## config.mk

```make
export PLATFORM = sky130hd
export DESIGN_NAME = bus_ack_generator_flat
export DESIGN_NICKNAME = d
export VERILOG_FILES = /design/src/rtl/bus_ack_generator_if.sv /design/src/rtl/bus_ack_generator.sv /design/src/flat_wrapper.sv
export SDC_FILE = /design/constraint.sdc
export NUM_CORES = 1
export LEC_CHECK = 0
export ABC_AREA = 1
export BUFFER_PORTS_ARGS = -buffer_cell sky130_fd_sc_hd__buf_2
export CAP_MARGIN = 20
export CORE_ASPECT_RATIO = 0.75
export CORE_MARGIN = 2
export CORE_UTILIZATION = 56
export DETAILED_ROUTE_END_ITERATION = 10
export PLACE_DENSITY = 0.75
export SYNTH_ARGS = -nofsm -noshare
export SYNTH_HDL_FRONTEND = slang
export SYNTH_SLANG_ARGS = --single-unit
```

## constraint.sdc

```tcl
create_clock -name Clock -period 1.9 [get_ports Clock]
set_input_delay 0.38 -clock Clock [delete_from_list [all_inputs] [get_ports Clock]]
set_output_delay 0.38 -clock Clock [all_outputs]
set_load 0.01 [all_outputs]
```

## src/rtl/bus_ack_generator_if.sv

```systemverilog
// Purpose: 68000 local-bus handshake bundle between the CPU/decoder side and
//          the acknowledge generator.
// Signals:
//   AS_L               CPU address strobe, already synchronous to the clock
//   OnChipRomSelect_H  decoder select, on-chip ROM
//   OnChipRamSelect_H  decoder select, on-chip RAM
//   IOSelect_H         decoder select, IO
//   CanBusSelect_H     decoder select, CAN controller
//   DramSelect_H       decoder select, DRAM
//   DramDtack_L        acknowledge from the DRAM controller
//   Dtack_L            data transfer acknowledge to the CPU
//   Berr_L             bus error to the CPU
//   CycleBusy_H        acknowledge FSM is not idle
// Modports: master = CPU/decoder side, slave = acknowledge generator.
interface bus_ack_generator_if;
    logic AS_L;
    logic OnChipRomSelect_H;
    logic OnChipRamSelect_H;
    logic IOSelect_H;
    logic CanBusSelect_H;
    logic DramSelect_H;
    logic DramDtack_L;
    logic Dtack_L;
    logic Berr_L;
    logic CycleBusy_H;

    modport master (
        output AS_L, OnChipRomSelect_H, OnChipRamSelect_H, IOSelect_H,
               CanBusSelect_H, DramSelect_H, DramDtack_L,
        input  Dtack_L, Berr_L, CycleBusy_H
    );

    modport slave (
        input  AS_L, OnChipRomSelect_H, OnChipRamSelect_H, IOSelect_H,
               CanBusSelect_H, DramSelect_H, DramDtack_L,
        output Dtack_L, Berr_L, CycleBusy_H
    );
endinterface

```

## src/rtl/bus_ack_generator.sv

```systemverilog
// Purpose: Generates the 68000 DTACK_L with per-region wait states, passes the
//          DRAM controller acknowledge through, and raises BERR_L on unmapped
//          or hung cycles.
// Ports:
//   Clock    in   system clock, all logic on the rising edge
//   Reset_L  in   synchronous active-low reset
//   bus      slave modport of bus_ack_generator_if (strobe, selects,
//            DRAM acknowledge in; Dtack_L, Berr_L, CycleBusy_H out, registered)
// Build option: define BUS_TIMEOUT_EN to enable the bus-error timeout.
//   Without it Berr_L is tied high and DRAM/unmapped cycles wait for AS_L.
module bus_ack_generator #(
    parameter int unsigned ROM_WAIT = 1,
    parameter int unsigned RAM_WAIT = 1,
    parameter int unsigned IO_WAIT  = 3,
    parameter int unsigned CAN_WAIT = 6,
    parameter int unsigned TIMEOUT  = 255,
    parameter int unsigned CNT_W    = 8
) (
    input  logic                Clock,
    input  logic                Reset_L,
    bus_ack_generator_if.slave  bus
);

    localparam logic [CNT_W-1:0] ROM_W     = CNT_W'(ROM_WAIT);
    localparam logic [CNT_W-1:0] RAM_W     = CNT_W'(RAM_WAIT);
    localparam logic [CNT_W-1:0] IO_W      = CNT_W'(IO_WAIT);
    localparam logic [CNT_W-1:0] CAN_W     = CNT_W'(CAN_WAIT);
    localparam logic [CNT_W-1:0] TIMEOUT_C = CNT_W'(TIMEOUT);

    typedef enum logic [2:0] {
        RESYNC   = 3'd0,
        IDLE     = 3'd1,
        COUNT    = 3'd2,
        ACK      = 3'd3,
        DRAM     = 3'd4,
        UNMAPPED = 3'd5,
        BERR     = 3'd6
    } state_t;

    state_t           state, nextState;
    logic [CNT_W-1:0] cycleCnt, nextCnt, cntInc;
    logic [CNT_W-1:0] waitTarget, nextWait;
    logic             nextDtack;
    logic             nextBusy;
    logic             internalSel;
    logic [CNT_W-1:0] selWait;

    // Saturating increment; the counter stops at TIMEOUT rather than wrapping.
    assign cntInc = (cycleCnt >= TIMEOUT_C) ? cycleCnt : cycleCnt + CNT_W'(1);

    // Priority decode of the internal regions: ROM > RAM > IO > CAN.
    always_comb begin
        internalSel = 1'b1;
        selWait     = '0;
        if (bus.OnChipRomSelect_H)      selWait = ROM_W;
        else if (bus.OnChipRamSelect_H) selWait = RAM_W;
        else if (bus.IOSelect_H)        selWait = IO_W;
        else if (bus.CanBusSelect_H)    selWait = CAN_W;
        else                            internalSel = 1'b0;
    end

    // State and registered outputs.
    always_ff @(posedge Clock) begin
        if (!Reset_L) begin
            state       <= RESYNC;
            cycleCnt    <= '0;
            waitTarget  <= '0;
            bus.Dtack_L <= 1'b1;
            bus.CycleBusy_H <= 1'b1;
        end else begin
            state       <= nextState;
            cycleCnt    <= nextCnt;
            waitTarget  <= nextWait;
            bus.Dtack_L <= nextDtack;
            bus.CycleBusy_H <= nextBusy;
        end
    end

    // Next-state and counter logic.
    always_comb begin
        nextState = state;
        nextCnt   = cycleCnt;
        nextWait  = waitTarget;
        case (state)
            // A cycle in flight at reset is dropped; wait for the strobe to end.
            RESYNC: begin
                if (bus.AS_L) nextState = IDLE;
            end
            IDLE: begin
                nextCnt = '0;
                if (!bus.AS_L) begin
                    if (internalSel) begin
                        nextWait  = selWait;
                        nextState = (selWait == '0) ? ACK : COUNT;
                    end else if (bus.DramSelect_H) begin
                        nextState = DRAM;
                    end else begin
                        nextState = UNMAPPED;
                    end
                end
            end
            // Counter holds clocks elapsed since the cycle was latched.
            COUNT: begin
                if (bus.AS_L) begin
                    nextState = IDLE;
                end else begin
                    nextCnt = cntInc;
                    if (cntInc == waitTarget) nextState = ACK;
                end
            end
            DRAM, UNMAPPED: begin
                if (bus.AS_L) begin
                    nextState = IDLE;
                end else begin
`ifdef BUS_TIMEOUT_EN
                    nextCnt = cntInc;
                    if (cntInc == TIMEOUT_C) nextState = BERR;
`endif
                end
            end
            ACK, BERR: begin
                if (bus.AS_L) nextState = IDLE;
            end
            default: nextState = RESYNC;
        endcase
    end

    // Output decode from the state being entered, so outputs are registered.
    always_comb begin
        nextDtack = 1'b1;
        nextBusy  = (nextState != IDLE);
        case (nextState)
            ACK:  nextDtack = 1'b0;
            // One-clock registered pass-through once the DRAM cycle is under way.
            DRAM: nextDtack = (state == DRAM) ? bus.DramDtack_L : 1'b1;
            default: nextDtack = 1'b1;
        endcase
    end

`ifdef BUS_TIMEOUT_EN
    logic nextBerr;

    assign nextBerr = (nextState != BERR);

    always_ff @(posedge Clock) begin
        if (!Reset_L) bus.Berr_L <= 1'b1;
        else          bus.Berr_L <= nextBerr;
    end
`else
    assign bus.Berr_L = 1'b1;
`endif

endmodule

```

## src/flat_wrapper.sv

```systemverilog
// flat-port wrapper written by rule: the top's interface ports become plain ports
module bus_ack_generator_flat 
#(
    parameter int unsigned ROM_WAIT = 1,
    parameter int unsigned RAM_WAIT = 1,
    parameter int unsigned IO_WAIT  = 3,
    parameter int unsigned CAN_WAIT = 6,
    parameter int unsigned TIMEOUT  = 255,
    parameter int unsigned CNT_W    = 8
)
  (Clock, Reset_L, bus_AS_L, bus_OnChipRomSelect_H, bus_OnChipRamSelect_H, bus_IOSelect_H, bus_CanBusSelect_H, bus_DramSelect_H, bus_DramDtack_L, bus_Dtack_L, bus_Berr_L, bus_CycleBusy_H);
  bus_ack_generator_if bus_i ();
  input  logic Clock;
  input  logic Reset_L;
  input wire logic [$bits(bus_i.AS_L)-1:0] bus_AS_L;
  input wire logic [$bits(bus_i.OnChipRomSelect_H)-1:0] bus_OnChipRomSelect_H;
  input wire logic [$bits(bus_i.OnChipRamSelect_H)-1:0] bus_OnChipRamSelect_H;
  input wire logic [$bits(bus_i.IOSelect_H)-1:0] bus_IOSelect_H;
  input wire logic [$bits(bus_i.CanBusSelect_H)-1:0] bus_CanBusSelect_H;
  input wire logic [$bits(bus_i.DramSelect_H)-1:0] bus_DramSelect_H;
  input wire logic [$bits(bus_i.DramDtack_L)-1:0] bus_DramDtack_L;
  output wire logic [$bits(bus_i.Dtack_L)-1:0] bus_Dtack_L;
  output wire logic [$bits(bus_i.Berr_L)-1:0] bus_Berr_L;
  output wire logic [$bits(bus_i.CycleBusy_H)-1:0] bus_CycleBusy_H;
  assign bus_i.AS_L = bus_AS_L;
  assign bus_i.OnChipRomSelect_H = bus_OnChipRomSelect_H;
  assign bus_i.OnChipRamSelect_H = bus_OnChipRamSelect_H;
  assign bus_i.IOSelect_H = bus_IOSelect_H;
  assign bus_i.CanBusSelect_H = bus_CanBusSelect_H;
  assign bus_i.DramSelect_H = bus_DramSelect_H;
  assign bus_i.DramDtack_L = bus_DramDtack_L;
  assign bus_Dtack_L = bus_i.Dtack_L;
  assign bus_Berr_L = bus_i.Berr_L;
  assign bus_CycleBusy_H = bus_i.CycleBusy_H;
  bus_ack_generator #(.ROM_WAIT(ROM_WAIT), .RAM_WAIT(RAM_WAIT), .IO_WAIT(IO_WAIT), .CAN_WAIT(CAN_WAIT), .TIMEOUT(TIMEOUT), .CNT_W(CNT_W)) u_core (.Clock(Clock), .Reset_L(Reset_L), .bus(bus_i));
endmodule
```

==> impl_metrics.tcl <==
set metrics [dict create \
    maxUsedRoutingLayer "met4" \
    p_clk_frac 0.341 \
    nets 172 \
    floorplan.core_area_um2 1710 \
    rsz0062_at_grt "no" \
    setup_viol 0 \
    synth-async-reset-ratio 0 \
    cell_area_power_density_nw_per_um2 603 \
    drive_gt1_frac 0.180 \
    worstSetupEndpointType "flop" \
    antenna_violations_before_repair 0 \
    seqPwrFrac 0.537 \
    cts_setup_buffers 0 \
    r2r_cells 12 \
    die_w_um 52.6 \
    clk-insertion-delay-late_ns 0.29 \
    die_ar_um2 2130 \
    port_buffers 10 \
    power.share.switching 0.254 \
    cts_tree "done" \
    detailroute.wirelength.met2_um 853 \
    grt_ovf 0 \
    remaining_routing_drc_violations 0 \
    area_delta_synth_final_pct 10.7 \
    floorplan.die.height_um 40.5 \
    hold-path-endpoint "u_core.bus.CycleBusy_H" \
    avgRoutedWirePerCell_um 11.2 \
    first_iter_violations 34 \
    critical_path.top_delay_family "simple AND/OR/NAND/NOR gates" \
    via_per_inst 5.14 \
    cp_num_buf_inv 0 \
    timing.critical_path.cells "ha_1, nand2_2, nor2_4, nand2_4, nand2_2, nand2_2, nand2_1, nand2_1, nor2_1, nand3_2, nand2_2, nand4_2" \
    maxCapViolations 0 \
    io-pin-count 12 \
    cts_hold_buf 0 \
    largest_net_degree_at_the_start_of_global_routing 15 \
    p_leak_nw 0.459 \
    cts.htree.levels 1 \
    portion_of_the_post_synthesis_area_used_by_sequential_elements 0.323 \
    synth_edf_count 0 \
    mappedNetlistArea_um2 992 \
    worst_max_slew_pin_slew_ns 0.704 \
    cp-start-kind "flop" \
    row_count 13 \
    worst_ep_required_time_ns 2.07 \
    final.min_clock_period_ns 1.74 \
    yosys_most_used_dff "sky130_fd_sc_hd__dfxtp_1" \
    drtAntennaViolNets 0 \
    fin_tns_setup_ns 0 \
    criticalPathCategory "flop to flop" \
    fin_crit_sh 0.914 \
    detailed_place_hpwl_mm 1.56 \
    vias 940 \
    outcome "completed" \
    wirelength_met1_mm 1.06 \
    layout_common_cells "sky130_fd_sc_hd__nand2_1 (40), sky130_fd_sc_hd__inv_1 (19), sky130_fd_sc_hd__nor2_1 (16), sky130_fd_sc_hd__dfxtp_1 (15), sky130_fd_sc_hd__a21oi_1 (13)" \
    worstPathArrival_ns 1.91 \
    leading_cell_type_in_the_layout_fill_and_taps_excluded "sky130_fd_sc_hd__nand2_1" \
    post-place-cells 179 \
    number_of_pins_exceeding_their_max_slew_limit_in_the_final_report 0 \
    critical-path-top-cell-by-count "sky130_fd_sc_hd__nand2_2" \
    power.combinational.fraction 0.122 \
    r2r_end "u_core.bus.CycleBusy_H" \
    critical_path.reg2reg.startpoint "u_core.cycleCnt[1]" \
    syn-instance-count 149 \
    floorplan.initialDensity 0.581 \
    critical_path.max_stage_delay_ns 0.40 \
    routability_congestion_estimate 0.844 \
    first_global_vias 705 \
    clkSlewWorstSetupHoldPaths_ns 0.09 \
    maxClockFrequency_ghz 0.576 \
    wl_mm 2.04 \
    cp_slowest_cell "sky130_fd_sc_hd__dfxtp_1" \
    startpoint_of_the_most_critical_hold_path "Reset_L" \
    hold_path.class "input pin to flop" \
    syn_nets 159 \
    ir_drop_mv 0.541 \
    intPower_mw 0.494 \
    avgSynthCellArea_um2 6.66 \
    timing.slew.headroom 0.528 \
    holdPathStages 2 \
    clock_skew_ns 0.0103 \
    rrSetupSlack_ns 0.16 \
    final_cells 183 \
    drtPass1Iterations 4 \
    clockBufferDepth 2 \
    ctsRootBufferMaster "sky130_fd_sc_hd__clkbuf_4" \
    groute.usage.overall 0.213 \
    yosys_warnings 0 \
    largest_fanout_of_any_net_on_the_critical_path 10 \
    netlist-cell-type-count 31 \
    cts_made_buffers 3 \
    ys_seq_elements 16 \
    grt_pass1_wl_mm 3.13 \
    num_antenna_cells 0 \
    hold_vio_cnt_final 0 \
    detailroute.wirelength.met3_um 117 \
    netSwitchingPower_mw 0.168 \
    clock-sinks 16 \
]
## cells by family after synthesis
group,count (synthesis),synth area share
other,1,0.00378
AOI/OAI and AO/OA,27,0.151
DFF,16,0.323
and+or+nand+nor,79,0.380
buffers and inverters,22,0.0883
xor gates and xnor gates,3,0.0416
adders and majority gates,1,0.0126
## sequential cells by signal, indices dropped and copies added (netlist names)
register                flops
u_core.bus.CycleBusy_H      1
u_core.bus.Dtack_L          1
u_core.cycleCnt             8
u_core.state                3
u_core.waitTarget           3
## worst max-delay path by stage
stage,startpoint,to,slack (ns),depth (start not counted)
floorplan,u_core.cycleCnt[0],u_core.bus.CycleBusy_H,0.32,12
global placement,u_core.cycleCnt[0],u_core.bus.CycleBusy_H,0.25,12
detailed placement,u_core.cycleCnt[0],u_core.bus.CycleBusy_H,0.16,12
CTS,u_core.cycleCnt[0],u_core.bus.CycleBusy_H,0.14,12
global route,u_core.cycleCnt[1],u_core.bus.CycleBusy_H,0.008,12
finish,u_core.cycleCnt[1],u_core.bus.CycleBusy_H,0.16,12
## metal layers
| metal | GRT usage | up-vias |
|---|---|---|
| met5 | 0 | - |
| met4 | 0.0577 | 0 |
| met3 | 0.0858 | 2 |
| met2 | 0.288 | 23 |
| met1 | 0.306 | 409 |
| li1 | - | 506 |
## cell usage after synthesis (3+ instances only)
library cell              number  area (um^2)
sky130_fd_sc_hd__a21oi_1      13         65.1
sky130_fd_sc_hd__dfxtp_1      16          320
sky130_fd_sc_hd__inv_1        19         71.3
sky130_fd_sc_hd__nand2_1      40          150
sky130_fd_sc_hd__nand2_2       4         25.0
sky130_fd_sc_hd__nand3_1       9         45.0
sky130_fd_sc_hd__nor2_1       16         60.1
sky130_fd_sc_hd__nor2_2        3         18.8
sky130_fd_sc_hd__o21ai_0       7         35.0
## final cells by class
class                           count  area (um^2)
Multi-Input combinational cell    111          584
Inverter                           19         71.3
Clock buffer                        4         36.3
Fill cell                         154          609
Timing Repair Buffer               11         57.6
Sequential cell                    16          322
Tap cell                           22         27.5
## what timing repair did
item	CTS	global route
setup endpoints to repair	0	2
endpoints found under the hold margin	0	0
resized for setup	0	1
## power groups by stage
| stage | Sequential [mW] | Clock (mW) | Combinational (mW) |
|---|---|---|---|
| after floorplan | 0.360 | 0 | 0.0603 |
| after global placement | 0.363 | 0 | 0.0796 |
| after detailed placement | 0.363 | 0 | 0.0803 |
| after CTS | 0.356 | 0.239 | 0.0808 |
| after global routing | 0.357 | 0.255 | 0.0923 |
| final | 0.356 | 0.226 | 0.0806 |
## stage by stage
stage	instance area, um^2	hold WS [ns]	power, mW	worst slack, ns	util
floorplan	992	0.442	0.420	0.317	-
global placement	1060	0.461	0.443	0.251	0.621
detailed placement	1060	0.468	0.444	0.156	0.621
CTS	1100	0.295	0.676	0.143	0.642
global route	1100	0.284	0.704	0.00779	0.643
finish	1100	0.317	0.662	0.163	0.643
Note: power is estimated with default switching activity, not from simulation.
